File: config.mk
export PLATFORM = sky130hd
export DESIGN_NAME = ysyx_25030093_lsu
export DESIGN_NICKNAME = d
export VERILOG_FILES = /design/src/rtl/ysyx_25030093_lsu.sv
export SDC_FILE = /design/constraint.sdc
export NUM_CORES = 1
export LEC_CHECK = 0
export ABC_AREA = 0
export BUFFER_PORTS_ARGS = -buffer_cell sky130_fd_sc_hd__buf_2
export CAP_MARGIN = 25
export CORE_UTILIZATION = 49
export CTS_CLUSTER_DIAMETER = 200
export DETAILED_ROUTE_END_ITERATION = 10
export PLACE_DENSITY = 0.86
export SETUP_SLACK_MARGIN = 0.2
export SLEW_MARGIN = 15
export SYNTH_ARGS = -nofsm -noshare
export SYNTH_HDL_FRONTEND = slang
export SYNTH_SLANG_ARGS = --single-unit
export TNS_END_PERCENT = 10
File: constraint.sdc
create_clock -name clk -period 2.36 [get_ports clk]
set_clock_uncertainty 0.05 [all_clocks]
set_input_delay 0.472 -clock clk [delete_from_list [all_inputs] [get_ports clk]]
set_output_delay 0.472 -clock clk [all_outputs]
set_load 0.005 [all_outputs]
File: src/rtl/ysyx_25030093_lsu.sv
// Load/store unit: one instruction in flight, memory access over a req/rsp bus, single write-back beat.
// Optional LSU_MISALIGN_CHECK_EN: misaligned half/word accesses skip memory and report wb_err.
module ysyx_25030093_lsu #(
  parameter int DATA_WIDTH = 32,
  parameter int ADDR_WIDTH = 5
) (
  input  logic                  clk,
  input  logic                  rst,
  input  logic                  in_valid,
  output logic                  in_ready,
  input  logic                  in_mem,
  input  logic                  in_store,
  input  logic [1:0]            in_size,
  input  logic                  in_unsigned,
  input  logic [31:0]           in_addr,
  input  logic [DATA_WIDTH-1:0] in_result,
  input  logic [ADDR_WIDTH-1:0] in_rd,
  input  logic                  in_rd_wen,
  output logic                  mem_req_valid,
  input  logic                  mem_req_ready,
  output logic                  mem_wen,
  output logic [31:0]           mem_addr,
  output logic [31:0]           mem_wdata,
  output logic [3:0]            mem_wstrb,
  input  logic                  mem_rsp_valid,
  input  logic [31:0]           mem_rdata,
  input  logic                  mem_rsp_err,
  output logic                  wb_valid,
  input  logic                  wb_ready,
  output logic [ADDR_WIDTH-1:0] wb_waddr,
  output logic [DATA_WIDTH-1:0] wb_wdata,
  output logic                  wb_wen,
  output logic                  wb_err
);

  typedef enum logic [1:0] {IDLE, REQ, RESP, WB} state_e;

  state_e                  state_q, state_d;
  logic [1:0]              lane_q, lane_d;
  logic [1:0]              size_q, size_d;
  logic                    uns_q, uns_d;
  logic                    store_q, store_d;
  logic                    rd_wen_q, rd_wen_d;
  logic                    mem_req_valid_q, mem_req_valid_d;
  logic                    mem_wen_q, mem_wen_d;
  logic [31:0]             mem_addr_q, mem_addr_d;
  logic [31:0]             mem_wdata_q, mem_wdata_d;
  logic [3:0]              mem_wstrb_q, mem_wstrb_d;
  logic                    wb_valid_q, wb_valid_d;
  logic [ADDR_WIDTH-1:0]   wb_waddr_q, wb_waddr_d;
  logic [DATA_WIDTH-1:0]   wb_wdata_q, wb_wdata_d;
  logic                    wb_wen_q, wb_wen_d;
  logic                    wb_err_q, wb_err_d;

  logic [31:0] st_wdata;
  logic [3:0]  st_wstrb;
  logic [7:0]  ld_b;
  logic [15:0] ld_h;
  logic [31:0] ld_data;
  logic        misalign;

`ifdef LSU_MISALIGN_CHECK_EN
  assign misalign = ((in_size == 2'b01) && in_addr[0]) || (in_size[1] && (in_addr[1:0] != 2'b00));
`else
  assign misalign = 1'b0;
`endif

  // Store data is replicated across lanes; the strobe picks the live bytes.
  always_comb begin
    case (in_size)
      2'b00: begin
        st_wdata = {4{in_result[7:0]}};
        st_wstrb = 4'b0001 << in_addr[1:0];
      end
      2'b01: begin
        st_wdata = {2{in_result[15:0]}};
        st_wstrb = 4'b0011 << {in_addr[1], 1'b0};
      end
      default: begin
        st_wdata = in_result;
        st_wstrb = 4'b1111;
      end
    endcase
  end

  always_comb begin
    case (lane_q)
      2'd0:    ld_b = mem_rdata[7:0];
      2'd1:    ld_b = mem_rdata[15:8];
      2'd2:    ld_b = mem_rdata[23:16];
      default: ld_b = mem_rdata[31:24];
    endcase
    ld_h = lane_q[1] ? mem_rdata[31:16] : mem_rdata[15:0];
    case (size_q)
      2'b00:   ld_data = uns_q ? {24'b0, ld_b} : {{24{ld_b[7]}}, ld_b};
      2'b01:   ld_data = uns_q ? {16'b0, ld_h} : {{16{ld_h[15]}}, ld_h};
      default: ld_data = mem_rdata;
    endcase
  end

  always_comb begin
    state_d         = state_q;
    lane_d          = lane_q;
    size_d          = size_q;
    uns_d           = uns_q;
    store_d         = store_q;
    rd_wen_d        = rd_wen_q;
    mem_req_valid_d = mem_req_valid_q;
    mem_wen_d       = mem_wen_q;
    mem_addr_d      = mem_addr_q;
    mem_wdata_d     = mem_wdata_q;
    mem_wstrb_d     = mem_wstrb_q;
    wb_valid_d      = wb_valid_q;
    wb_waddr_d      = wb_waddr_q;
    wb_wdata_d      = wb_wdata_q;
    wb_wen_d        = wb_wen_q;
    wb_err_d        = wb_err_q;
    unique case (state_q)
      IDLE: if (in_valid) begin
        lane_d     = in_addr[1:0];
        size_d     = in_size;
        uns_d      = in_unsigned;
        store_d    = in_store;
        rd_wen_d   = in_rd_wen;
        wb_waddr_d = in_rd;
        if (!in_mem) begin
          state_d    = WB;
          wb_valid_d = 1'b1;
          wb_wdata_d = in_result;
          wb_wen_d   = in_rd_wen && (in_rd != '0);
          wb_err_d   = 1'b0;
        end else if (misalign) begin
          state_d    = WB;
          wb_valid_d = 1'b1;
          wb_wdata_d = '0;
          wb_wen_d   = 1'b0;
          wb_err_d   = 1'b1;
        end else begin
          state_d         = REQ;
          mem_req_valid_d = 1'b1;
          mem_wen_d       = in_store;
          mem_addr_d      = {in_addr[31:2], 2'b00};
          mem_wdata_d     = in_store ? st_wdata : 32'b0;
          mem_wstrb_d     = in_store ? st_wstrb : 4'b0;
        end
      end
      REQ: if (mem_req_ready) begin
        state_d         = RESP;
        mem_req_valid_d = 1'b0;
        mem_wen_d       = 1'b0;
        mem_addr_d      = '0;
        mem_wdata_d     = '0;
        mem_wstrb_d     = '0;
      end
      RESP: if (mem_rsp_valid) begin
        state_d    = WB;
        wb_valid_d = 1'b1;
        wb_err_d   = mem_rsp_err;
        wb_wen_d   = rd_wen_q && (wb_waddr_q != '0) && !mem_rsp_err && !store_q;
        wb_wdata_d = (store_q || mem_rsp_err) ? '0 : ld_data;
      end
      WB: if (wb_ready) begin
        state_d    = IDLE;
        wb_valid_d = 1'b0;
        wb_waddr_d = '0;
        wb_wdata_d = '0;
        wb_wen_d   = 1'b0;
        wb_err_d   = 1'b0;
      end
    endcase
  end

  // Reset drops any in-flight access; a late response lands in IDLE and is ignored.
  always_ff @(posedge clk) begin
    if (rst) begin
      state_q         <= IDLE;
      lane_q          <= '0;
      size_q          <= '0;
      uns_q           <= 1'b0;
      store_q         <= 1'b0;
      rd_wen_q        <= 1'b0;
      mem_req_valid_q <= 1'b0;
      mem_wen_q       <= 1'b0;
      mem_addr_q      <= '0;
      mem_wdata_q     <= '0;
      mem_wstrb_q     <= '0;
      wb_valid_q      <= 1'b0;
      wb_waddr_q      <= '0;
      wb_wdata_q      <= '0;
      wb_wen_q        <= 1'b0;
      wb_err_q        <= 1'b0;
    end else begin
      state_q         <= state_d;
      lane_q          <= lane_d;
      size_q          <= size_d;
      uns_q           <= uns_d;
      store_q         <= store_d;
      rd_wen_q        <= rd_wen_d;
      mem_req_valid_q <= mem_req_valid_d;
      mem_wen_q       <= mem_wen_d;
      mem_addr_q      <= mem_addr_d;
      mem_wdata_q     <= mem_wdata_d;
      mem_wstrb_q     <= mem_wstrb_d;
      wb_valid_q      <= wb_valid_d;
      wb_waddr_q      <= wb_waddr_d;
      wb_wdata_q      <= wb_wdata_d;
      wb_wen_q        <= wb_wen_d;
      wb_err_q        <= wb_err_d;
    end
  end

  assign in_ready      = (state_q == IDLE);
  assign mem_req_valid = mem_req_valid_q;
  assign mem_wen       = mem_wen_q;
  assign mem_addr      = mem_addr_q;
  assign mem_wdata     = mem_wdata_q;
  assign mem_wstrb     = mem_wstrb_q;
  assign wb_valid      = wb_valid_q;
  assign wb_waddr      = wb_waddr_q;
  assign wb_wdata      = wb_wdata_q;
  assign wb_wen        = wb_wen_q;
  assign wb_err        = wb_err_q;

endmodule

# Yosys cells after proc, flatten, opt, wreduce, memory -nomap -nowiden
# Cells that the tools add are included.
# W data, S select, Z words.
[op_classes]
n_shift = 2
n_reduce_logical = 21
n_eq_ne = 13
n_mux = 55
[op_table]
columns = ["cell", "n"]
rows = [
  ["$mux W32", 13],
  ["$pmux W32 S2", 4],
  ["$pmux W32 S3", 1],
  ["$pmux W8 S3", 1],
  ["$mux W16", 1],
  ["$mux W4", 4],
  ["$pmux W4 S2", 2],
  ["$mux W1", 15],
  ["$mux W2", 5],
  ["$mux W5", 2],
  ["$ne A2 B2 Y1 const B", 5],
  ["$pmux W5 S2", 1],
  ["$reduce_bool A5 Y1", 2],
  ["$pmux W1 S3", 3],
  ["$eq A2 B1 Y1 const B", 4],
  ["$logic_not A2 Y1", 4],
  ["$pmux W2 S4", 1],
  ["$reduce_and A4 Y1", 2],
  ["$eq A2 B2 Y1 const B", 3],
  ["$reduce_and A5 Y1", 1],
  ["$logic_and A1 B1 Y1", 4],
  ["$pmux W1 S2", 2],
  ["$reduce_bool A2 Y1", 2],
  ["$shl A1 B2 Y4 const A", 1],
  ["7 further kinds", 8],
]
[totals]
elab_cells = 107
in_bits = 114
out_inout_bits = 111
register_bits = 119

# Longest topological paths before layout
[logic_depth]
ltp_word = 7
ltp_mapped = 9

# Least setup slack after synthesis
# No wires, ideal clock.
[synth_timing]
kind = "register to register"
from = "register state_q[1]"
to = "register wb_wdata_q[22], in the netlist wb_wdata[22]"
period_less_slack_ps = 1998
setup_time_ps = 140
arrival_ps = 1808
path_stages_with_launch = 9
n_path_buf = 2
setup_slack_ps = 362
cell_sequence = "dfxtp_1 -> inv_1 -> ha_1 -> clkbuf_1 -> a21oi_1 -> nand4_1 -> a211oi_2 -> buf_6 -> a211oi_2"
[synth_between]
elab_chain_cells = 3
elab_cells_between_ends = 10
cone_classes = "eq/ne: 6; mux: 1; reduce/logical: 3"
[synth_lines]
columns = ["item", "line", "rtl"]
rows = [
  ["from (decl)", "38", "state_e state_q, state_d;"],
  ["from (signal assigned)", "193", "state_q <= state_d;"],
  ["$eq A2 B2 Y1 or $logic_not A2 Y1 (tied branches)", "118", "unique case (state_q)"],
  ["$ne A2 B2 Y1 (no line) or $reduce_bool A3 Y1 (tied branches)", "--", ""],
  ["$reduce_and A5 Y1 (no line)", "--", ""],
  ["to (signal assigned)", "206", "wb_wdata_q <= wb_wdata_d;"],
  ["to (decl)", "51", "logic [DATA_WIDTH-1:0] wb_wdata_q, wb_wdata_d;"],
]
# Several ways; a longest one is shown, not always the timed one.
# A chain may end at the register's enable or synchronous reset.

# Final worst setup path
[layout_timing]
from = "register state_q[0]"
to = "register wb_wdata_q[16], in the netlist wb_wdata[16]"
# Same word-level chain as after synthesis.

==> impl_metrics.yaml <==
outcome:
  status: "finished, final reports clean"
min_path:
  min_path_type: "input port to flop"
floorplanning:
  core_mm2: 0.01089
  start_util_pct: 50.72
  num_rows: 38
  fp.dieW_um: 108.2
  ioPinCount: 225
  die-area_mm2: 0.01170
  die_h_um: 108.2
synth:
  async_reset_ff_share_pct: 0
  synth_cell_types: 47
  synth.cell_area_mm2: 0.005523
  synth_edf_count: 0
  syn_area_per_cell_um2: 8.616
  ys_seq_area_share_pct: 42.41
  yosysWarnings: 0
  syn-instance-count: 641
  ys_seq_elements: 117
  synth-main-ff-cell: "dfxtp_1"
run:
  maxCapViolCount: 0
drt:
  drt_wl_total_um: 17910
  post_drt_wl_per_cell_um: 18.02
  ant_nets: 0
  drc: 0
  drt_iter0_markers: 688
  first_pass_iters: 6
  routed_via_density: 5.908
  dr_total_vias: 5873
sta:
  setup_ws_ps: 271.4
  tns_ps: 0
  whs_ps: 183.6
  layout_min_cycle_time_ps: 2089
  max_freq_mhz: 478.8
  period_share_pct: 88.50
  slew_violations: 0
  setup_viol: 0
  final_hold_viol_count: 0
  rsz0062_at_grt: "yes"
clock_tree:
  htreeDepth: 4
  cts_buffers: 17
  clockRootBuffer: "clkbuf_8"
  cts.clk_slew.worst_paths_ps: 60
  cts_max_path_buffers: 2
  cts_hold_buf: 0
  post_cts_buffers: 0
  clock_sinks: 117
  insertion_delay_ps: 510
  cts_tree: "done"
setup_path:
  crit_slowest_cell: "or3b_4"
  critPathMaxStageDelay_ps: 430
  worstSetupStartpointType: "flop"
  cp_top_family: "simple AND/OR/NAND/NOR gates"
  cp.arrival_ps: 2450
  crit_buf_inv: 2
  crit_path_cell_trace: "inv_1 -> ha_1 -> or3b_4 -> nor4_2 -> a211oi_2 -> buf_4 -> a211oi_1"
  path_class: "flop to flop"
  cp-end-kind: "flop"
  worstPathMaxFanout: 16
  crit_required_ps: 2720
place:
  dp.cells: 965
  port_buffers: 222
  dp_slack_ps: 334.2
  place_area_mm2: 0.006774
  gp_congestion: 0.9360
  hpwl_um: 12620
final_layout:
  seq_area_mm2: 0.002342
  final_util_pct: 66.63
  n_antenna_cell: 0
  final-instance-count-excl-fill: 994
  final_layout_size_suffix_gt1_share_pct: 35.95
  nets: 962
  nFillCells: 897
  design_area_mm2: 0.007254
  final_cell_mix: "221 x buf_2, 117 x dfxtp_1, 109 x nor2_1"
  final_common_cell: "buf_2"
  multi_input_area_mm2: 0.002907
  area_growth_pct: 31.35
power:
  power_mw: 8.078
  power_density_mw_per_mm2: 1114
  p_leak_nw: 3.198
  peakVddDrop_mv: 0.6807
global_routing:
  grt_use_total_pct: 30.30
  grt_max_degree: 59
  first_global_vias: 5313
  grt_antenna_before_repair: 0
  grt_first_pass_wirelength_um: 27120
  grt.overflow.total: 0
[kinds of logic after synthesis]
kind of cell | after synthesis | share of synthesized area [%]
adders and majority gates | 4 | 0.9062
AOI/OAI and AO/OA | 192 | 24.72
muxes | 35 | 6.751
buffers and inverters | 66 | 5.188
and+or+nand+nor | 226 | 19.96
DFF | 117 | 42.41
other | 1 | 0.06790
[tightest hold or removal path, cell delays in order]
cell and delay (ps):
buf_2 110, nand3_1 60, a21oi_1 50
[where the power goes]
group / leakage, nW / internal, mW / switching [mW] / total, mW
registers: 0.955 / 2.45 / 0.294 / 2.74
logic: 2.00 / 1.32 / 1.86 / 3.18
clock network: 0.244 / 1.28 / 0.868 / 2.15
[synth_stat cells, types with 2 or more instances]
master / count / share of area (%)
nand2_1: 41 / 2.8
dfxtp_1: 117 / 42
buf_1: 3 / 0.20
o211ai_1: 6 / 0.82
a211oi_1: 14 / 1.9
a22o_1: 2 / 0.32
ha_1: 4 / 0.91
a221o_1: 7 / 1.3
a221oi_1: 6 / 0.95
or4_1: 2 / 0.27
nor3_1: 2 / 0.18
a22oi_1: 49 / 6.7
mux2_2: 18 / 3.7
mux2i_1: 17 / 3.1
a21oi_1: 50 / 4.5
inv_1: 6 / 0.41
nor2b_1: 4 / 0.45
buf_4: 3 / 0.41
nor3b_1: 31 / 4.2
a311oi_1: 10 / 1.6
nor2_1: 111 / 7.5
a21o_1: 2 / 0.27
buf_2: 16 / 1.4
o22ai_1: 7 / 0.79
clkbuf_1: 36 / 2.4
nand4b_1: 6 / 0.95
a211oi_2: 11 / 2.5
nand2b_1: 7 / 0.79
nor4_1: 2 / 0.23
o21ai_0: 20 / 1.8
nand3_1: 9 / 0.82
o221ai_1: 7 / 1.1
[flip-flops by register name, summed over array words and instances, names as in the netlist, 2 cells and up]
name	count
mem_wdata	32
wb_wdata	32
mem_addr	30
wb_waddr	5
mem_wstrb	4
lane_q	2
size_q	2
state_q	2
[path summary, 6_finish.rpt]
kind                                  start                        end  slack, ps  cells after the start
setup / recovery    state_q[0]$_SDFFE_PP0P_  wb_wdata[16]$_SDFFE_PP0P_        270                      7
hold / removal                  in_unsigned         uns_q$_SDFFE_PP0P_        180                      3
setup reg to reg    state_q[0]$_SDFFE_PP0P_  wb_wdata[16]$_SDFFE_PP0P_        270                      7
hold reg to reg   mem_wstrb[0]$_SDFFE_PP0P_  mem_wstrb[0]$_SDFFE_PP0P_        400                      2
[area by class of cell]
cell class | count | share of cell area (%)
Clock buffer | 22 | 6.106
Clock inverter | 7 | 0.4829
Inverter | 7 | 0.3622
Multi-Input combinational cell | 459 | 40.07
Sequential cell | 117 | 32.29
Tap cell | 140 | 2.415
Timing Repair Buffer | 242 | 18.28
[metal layers]
layer  global-route usage [%]  wire, µm
met1                    38.12      7229
met2                    46.68      8002
met3                    11.21      2135
met4                    12.33       544
met5                        0         0
[what timing repair did]
item / CTS / global route
resized for setup: 0 / 1
endpoints found under the hold margin: 0 / 0
setup endpoints to repair: 0 / 16
(Power assumes the default switching activity.)
